===== src/rtl/carry_prefix_pipe_pkg.sv =====
// Shared ALU constants for the prefix adder and the pg stage.
// S1_LEVELS is the number of prefix levels evaluated before the S2 register.
package carry_prefix_pipe_pkg;
  localparam int ALU_WIDTH     = 17;
  localparam int PREFIX_LEVELS = 5;
  localparam int S1_LEVELS     = 3;
endpackage


===== src/rtl/carry_prefix_pipe_pg_dot.sv =====
// Kogge-Stone prefix operator: (G,P)hi o (G,P)lo.
module pg_dot (
  input  logic g_hi,
  input  logic p_hi,
  input  logic g_lo,
  input  logic p_lo,
  output logic g_out,
  output logic p_out
);
  assign g_out = g_hi | (p_hi & g_lo);
  assign p_out = p_hi & p_lo;
endmodule


===== src/rtl/carry_prefix_pipe.sv =====
// Three-stage pipelined Kogge-Stone carry network with valid/ready handshake.
// Levels with spans 1,2,4 sit between S1 and S2; spans 8,16 sit between S2 and S3.
module carry_prefix_pipe
  import carry_prefix_pipe_pkg::*;
#(
  parameter int WIDTH = ALU_WIDTH
) (
  input  logic             clk,
  input  logic             rst,
  input  logic             in_valid,
  output logic             in_ready,
  input  logic [WIDTH-1:0] in_p,
  input  logic [WIDTH-1:0] in_g,
  input  logic             in_cin,
  output logic             out_valid,
  input  logic             out_ready,
  output logic [WIDTH-1:0] out_sum,
  output logic             out_cout,
  output logic             out_ovf
);
  logic             r_v1, r_v2, r_v3;
  logic [WIDTH-1:0] r1_p, r1_g;
  logic             r1_cin;
  logic [WIDTH-1:0] r2_g, r2_p_grp, r2_p;
  logic             r2_cin;
  logic [WIDTH-1:0] r3_sum;
  logic             r3_cout, r3_ovf;

  logic             w_ld1, w_ld2, w_ld3;
  logic [WIDTH-1:0] w_g0;
  logic [WIDTH-1:0] w_g_s1, w_p_s1, w_g_s2;
  logic             w_unused_p;

  assign w_ld3    = !r_v3 || out_ready;
  assign w_ld2    = !r_v2 || w_ld3;
  assign w_ld1    = !r_v1 || w_ld2;
  assign in_ready = w_ld1;

  // Carry-in folded in as a generate below bit 0.
  assign w_g0 = {r1_g[WIDTH-1:1], r1_g[0] | (r1_p[0] & r1_cin)};

  genvar lv, i;
  for (lv = 0; lv < S1_LEVELS; lv++) begin : g_s1
    localparam int SPAN = 1 << lv;
    logic [WIDTH-1:0] w_g_in, w_p_in, w_g, w_p;
    if (lv == 0) begin : g_first
      assign w_g_in = w_g0;
      assign w_p_in = r1_p;
    end else begin : g_next
      assign w_g_in = g_s1[lv-1].w_g;
      assign w_p_in = g_s1[lv-1].w_p;
    end
    for (i = 0; i < WIDTH; i++) begin : g_bit
      if (i >= SPAN) begin : g_dot
        pg_dot u_dot (
          .g_hi (w_g_in[i]),      .p_hi (w_p_in[i]),
          .g_lo (w_g_in[i-SPAN]), .p_lo (w_p_in[i-SPAN]),
          .g_out(w_g[i]),         .p_out(w_p[i])
        );
      end else begin : g_pass
        assign w_g[i] = w_g_in[i];
        assign w_p[i] = w_p_in[i];
      end
    end
  end
  assign w_g_s1 = g_s1[S1_LEVELS-1].w_g;
  assign w_p_s1 = g_s1[S1_LEVELS-1].w_p;

  for (lv = 0; lv < PREFIX_LEVELS - S1_LEVELS; lv++) begin : g_s2
    localparam int SPAN = 1 << (S1_LEVELS + lv);
    logic [WIDTH-1:0] w_g_in, w_p_in, w_g, w_p;
    if (lv == 0) begin : g_first
      assign w_g_in = r2_g;
      assign w_p_in = r2_p_grp;
    end else begin : g_next
      assign w_g_in = g_s2[lv-1].w_g;
      assign w_p_in = g_s2[lv-1].w_p;
    end
    for (i = 0; i < WIDTH; i++) begin : g_bit
      if (i >= SPAN) begin : g_dot
        pg_dot u_dot (
          .g_hi (w_g_in[i]),      .p_hi (w_p_in[i]),
          .g_lo (w_g_in[i-SPAN]), .p_lo (w_p_in[i-SPAN]),
          .g_out(w_g[i]),         .p_out(w_p[i])
        );
      end else begin : g_pass
        assign w_g[i] = w_g_in[i];
        assign w_p[i] = w_p_in[i];
      end
    end
  end
  assign w_g_s2 = g_s2[PREFIX_LEVELS-S1_LEVELS-1].w_g;
  // Group propagate of the last level has no consumer.
  assign w_unused_p = ^g_s2[PREFIX_LEVELS-S1_LEVELS-1].w_p;

  always_ff @(posedge clk or posedge rst) begin
    if (rst) begin
      r_v1     <= 1'b0;
      r_v2     <= 1'b0;
      r_v3     <= 1'b0;
      r1_p     <= '0;
      r1_g     <= '0;
      r1_cin   <= 1'b0;
      r2_g     <= '0;
      r2_p_grp <= '0;
      r2_p     <= '0;
      r2_cin   <= 1'b0;
      r3_sum   <= '0;
      r3_cout  <= 1'b0;
      r3_ovf   <= 1'b0;
    end else begin
      if (w_ld1) begin
        r_v1   <= in_valid;
        r1_p   <= in_p;
        r1_g   <= in_g;
        r1_cin <= in_cin;
      end
      if (w_ld2) begin
        r_v2     <= r_v1;
        r2_g     <= w_g_s1;
        r2_p_grp <= w_p_s1;
        r2_p     <= r1_p;
        r2_cin   <= r1_cin;
      end
      // c(i+1) = G[i], c0 = cin
      if (w_ld3) begin
        r_v3    <= r_v2;
        r3_sum  <= r2_p ^ {w_g_s2[WIDTH-2:0], r2_cin};
        r3_cout <= w_g_s2[WIDTH-1];
        r3_ovf  <= w_g_s2[WIDTH-1] ^ w_g_s2[WIDTH-2];
      end
    end
  end

  assign out_valid = r_v3;
  assign out_sum   = r3_sum;
  assign out_cout  = r3_cout;
  assign out_ovf   = r3_ovf;
endmodule


===== config.mk =====
export PLATFORM = sky130hd
export DESIGN_NAME = carry_prefix_pipe
export DESIGN_NICKNAME = d
export VERILOG_FILES = /design/src/rtl/carry_prefix_pipe_pkg.sv /design/src/rtl/carry_prefix_pipe_pg_dot.sv /design/src/rtl/carry_prefix_pipe.sv
export SDC_FILE = /design/constraint.sdc
export NUM_CORES = 1
export LEC_CHECK = 0
export CORE_MARGIN = 3
export CORE_UTILIZATION = 49
export CTS_CLUSTER_DIAMETER = 100
export DETAILED_ROUTE_END_ITERATION = 16
export MAX_ROUTING_LAYER = met4
export PLACE_DENSITY_LB_ADDON = 0.15
export SETUP_SLACK_MARGIN = 0.1
export SYNTH_ARGS = -nofsm -noshare
export SYNTH_HDL_FRONTEND = slang
export SYNTH_SLANG_ARGS = --single-unit

===== constraint.sdc =====
create_clock -name clk -period 2.9 [get_ports clk]
set_input_delay 0.435 -clock clk [delete_from_list [all_inputs] [get_ports clk]]
set_output_delay 0.435 -clock clk [all_outputs]
set_load 0.005 [all_outputs]

==> results.toml <==
[cts]
post_cts_resized = 0
clockRootBuffer = "clkbuf_8"
insertion_delay_ps = 370
cts.clk_slew.worst_paths_ps = 100
cts_tree = "done"
hold_buffers = 0
cts.sinks = 101
clk_path_buf_depth = 2
numCtsBuffers = 9
post-cts-setup-buffer-count = 0
htree_levels = 3

[logic_synthesis]
ys.flop_type = "dfrtp_1"
synthAdderAreaFrac_pct = 0
synth.most_common_cell = "dfrtp_1"
synth_seq_cells = 101
synth-compound-area-share_pct = 11.8
synth_area_um2 = 4370
ys_seq_area_share_pct = 57.8
synthMuxAreaShare_pct = 10.4
synth_area_leaders = "dfrtp_1 (58%), nand2_1 (8.4%), mux2_4 (5.5%)"
synth_top_area_share_pct = 57.8
yosys-top-cells-count = "dfrtp_1 (101), nand2_1 (98), a21oi_1 (45)"
synth_top_family_by_area = "simple AND/OR/NAND/NOR gates"
synthArstFlopShare_pct = 100
avgSynthCellArea_um2 = 10.5
synth_cell_types = 34
synthSimpleGateAreaFrac_pct = 13.6
synth_xor_area_share_pct = 3.61
yosys_warnings = 0
synth_edf_count = 0
netlist_instances = 418
syn-num-nets = 457
yosysTopAreaCell = "dfrtp_1"

[finish]
antenna-diode-count = 0
final_cells = 584
nFillCells = 731
multi_input_area_um2 = 1730
layout.nets = 513
drive_gt1_share_pct = 12.3
register_area_um2 = 2530
area_delta_synth_final_pct = 20.0

[timing]
worst_pin_slew_ps = 519
max_slew_margin_pct = 65.3
post-route-period-util_pct = 78.3
final_hold_viol_count = 0
max_freq_mhz = 440
setup_tns_ps = 0
final_max_slew_viol_count = 0
rsz0062_at_grt = "false"
finalSetupViolations = 0
finalCriticalPeriod_ps = 2270
fin_skew_ps = 13.0

[pwr]
internal_power_mw = 2.46
pwr-share-clk_pct = 26.2
power.share.sequential_pct = 52.7
p_per_area_nw_per_um2 = 653
pwr-share-comb_pct = 21.1
netSwitchingPower_mw = 0.969
ir_worst_vdd_uv = 255
p_leak_nw = 2.32
swShare_pct = 28.3

[die]
fp.dieW_um = 100
die-area_um2 = 10100
ios = 60
initial_core_util_pct = 51.9
core_area_um2 = 8420
die_h_um = 100
row_count = 33

[grt]
antenna_found_initial = 0
grt_overflow = 0
grt_pass1_vias = 3129
grt_max_degree = 80
grt_first_pass_wirelength_um = 15400
grt_usage_pct = 20.1

[placed_design]
place_inst = 568
gp_congestion = 0.870
place_hpwl_um = 6620
numPortBuffers = 59

[worst_setup_path]
worstPathArrival_ps = 1840
path_class = "input pin to output pin"
cp-end-kind = "output pin"
timing.critical_path.slowest_stage_cell = "clkdlybuf4s50_1"
critPathMaxStageDelay_ps = 520
critical_path_required_ps = 2470
path_max_fanout = 4
path_cells = "clkdlybuf4s50_1 > and3b_1 > nand2_2 > clkdlybuf4s50_1"
cp-start-kind = "input pin"
crit_top_cell = "clkdlybuf4s50_1"

[run]
cap_violations = 0

[detailed_routing]
vias = 3137
wl_um = 9060
vias_per_cell = 5.37
drtIter0Drc = 238
dr.pass1.iters = 5
ant_nets = 0
wl_per_cell_um = 15.5
drcViolationCount = 0

[status]
status = "completed"

[worst_hold_path]
hp-class = "input pin to async pin"
cell families (layout without fill, tap and decap cells):
family | after synthesis | count (layout)
DFF | 101 | 101
AOI/OAI and AO/OA | 95 | 95
buffers and inverters | 23 | 84
muxes | 35 | 35
xor gates and xnor gates | 18 | 18
and+or+nand+nor | 146 | 146
critical path, delay by kind of cell:
kind                   cells  cell delay (ps)
buffers and inverters      2             1020
AND/OR/NAND/NOR            2              380
per-stage QoR:
step / utilization [%] / hold WS, ps / worst slack [ps] / instance area, um2 / power, mW
finish: 62.3 / 450 / 629 / 5250 / 3.43
global route: 62.3 / 470 / 592 / 5250 / 3.63
CTS: 62.3 / 458 / 620 / 5250 / 3.47
detailed placement: 59.9 / 465 / 636 / 5050 / 2.57
global placement: 59.9 / 453 / 629 / 5050 / 2.54
floorplan: - / 439 / 1260 / 4380 / 2.21
power by group through the flow:
stage          Sequential [mW]  Combinational [mW]  Clock (mW)
6_report                  1.81               0.723       0.899
5_1_grt                   1.84               0.808       0.979
4_1_cts                   1.81               0.733       0.926
3_5_place_dp              1.84               0.731           0
3_3_place_gp              1.83               0.716           0
2_1_floorplan             1.79               0.421           0
state kept, by name, indices dropped and copies added (netlist names):
register and cells:
r2_cin 1, r1_g 17, out_cout 1, r1_cin 1, r2_p 16, r_v2 1
out_ovf 1, g_s1.w_p_in 17, r_v1 1, g_s2.w_g_in 17, out_sum 17, out_valid 1
g_s2.w_p_in 10
layer usage:
layer	GRT usage, %	wire [um]	part of all wire [%]	up-vias
li1	-	-	-	1525
met1	28.7	4260	47	1502
met2	30.0	4160	46	105
met3	4.29	545	6.0	5
met4	4.66	91	1.0	0
met5	-	0	0	-
placed cells by master (no fill, tap or decap):
master             n
buf_12             1
o31ai_1            2
xor2_1             7
xnor2_1           11
clkinvlp_4         2
and3_1             1
clkinv_4           1
nand2b_1           3
dfrtp_1          101
nand2_1           98
nor3b_1            1
nor2_1            28
inv_6              1
nor3_1             2
o21bai_1           2
mux2_2            19
a31oi_1            3
a211oi_1           2
a22oi_1            1
a21oi_1           45
clkbuf_1           2
o21ai_0           34
inv_1              2
nand4_1            4
nand2_2            1
bufinv_16          1
a32o_1             1
buf_4              5
o41ai_1            2
and3b_1            1
nand3_1            4
or2_2              1
a41oi_1            1
clkdlybuf4s50_1   59
and2_1             1
mux2_4            16
a21o_1             2
nor2b_2            1
clkbuf_8          10
path summary, 6_finish.rpt:
path	startpoint	to	slack (ps)	depth (start not counted)
worst max-delay path	out_ready	in_ready	630	4
worst min-delay path	rst	out_sum[10]	450	2
worst max register to register	out_valid	r1_g[3]	1250	4
worst min register to register	out_sum[2]	out_sum[2]	480	2
max in group asynchronous	rst	g_s2[0].w_p_in[10]	1660	3
min in group clk	out_sum[2]	out_sum[2]	480	2
final cells by class:
cell class	count	area share, %
Timing Repair Buffer	65	12.3
Tap cell	105	2.50
Multi-Input combinational cell	294	32.9
Inverter	3	0.286
Sequential cell	101	48.2
Clock inverter	4	1.05
Clock buffer	12	2.77
(Power assumes the default switching activity.)
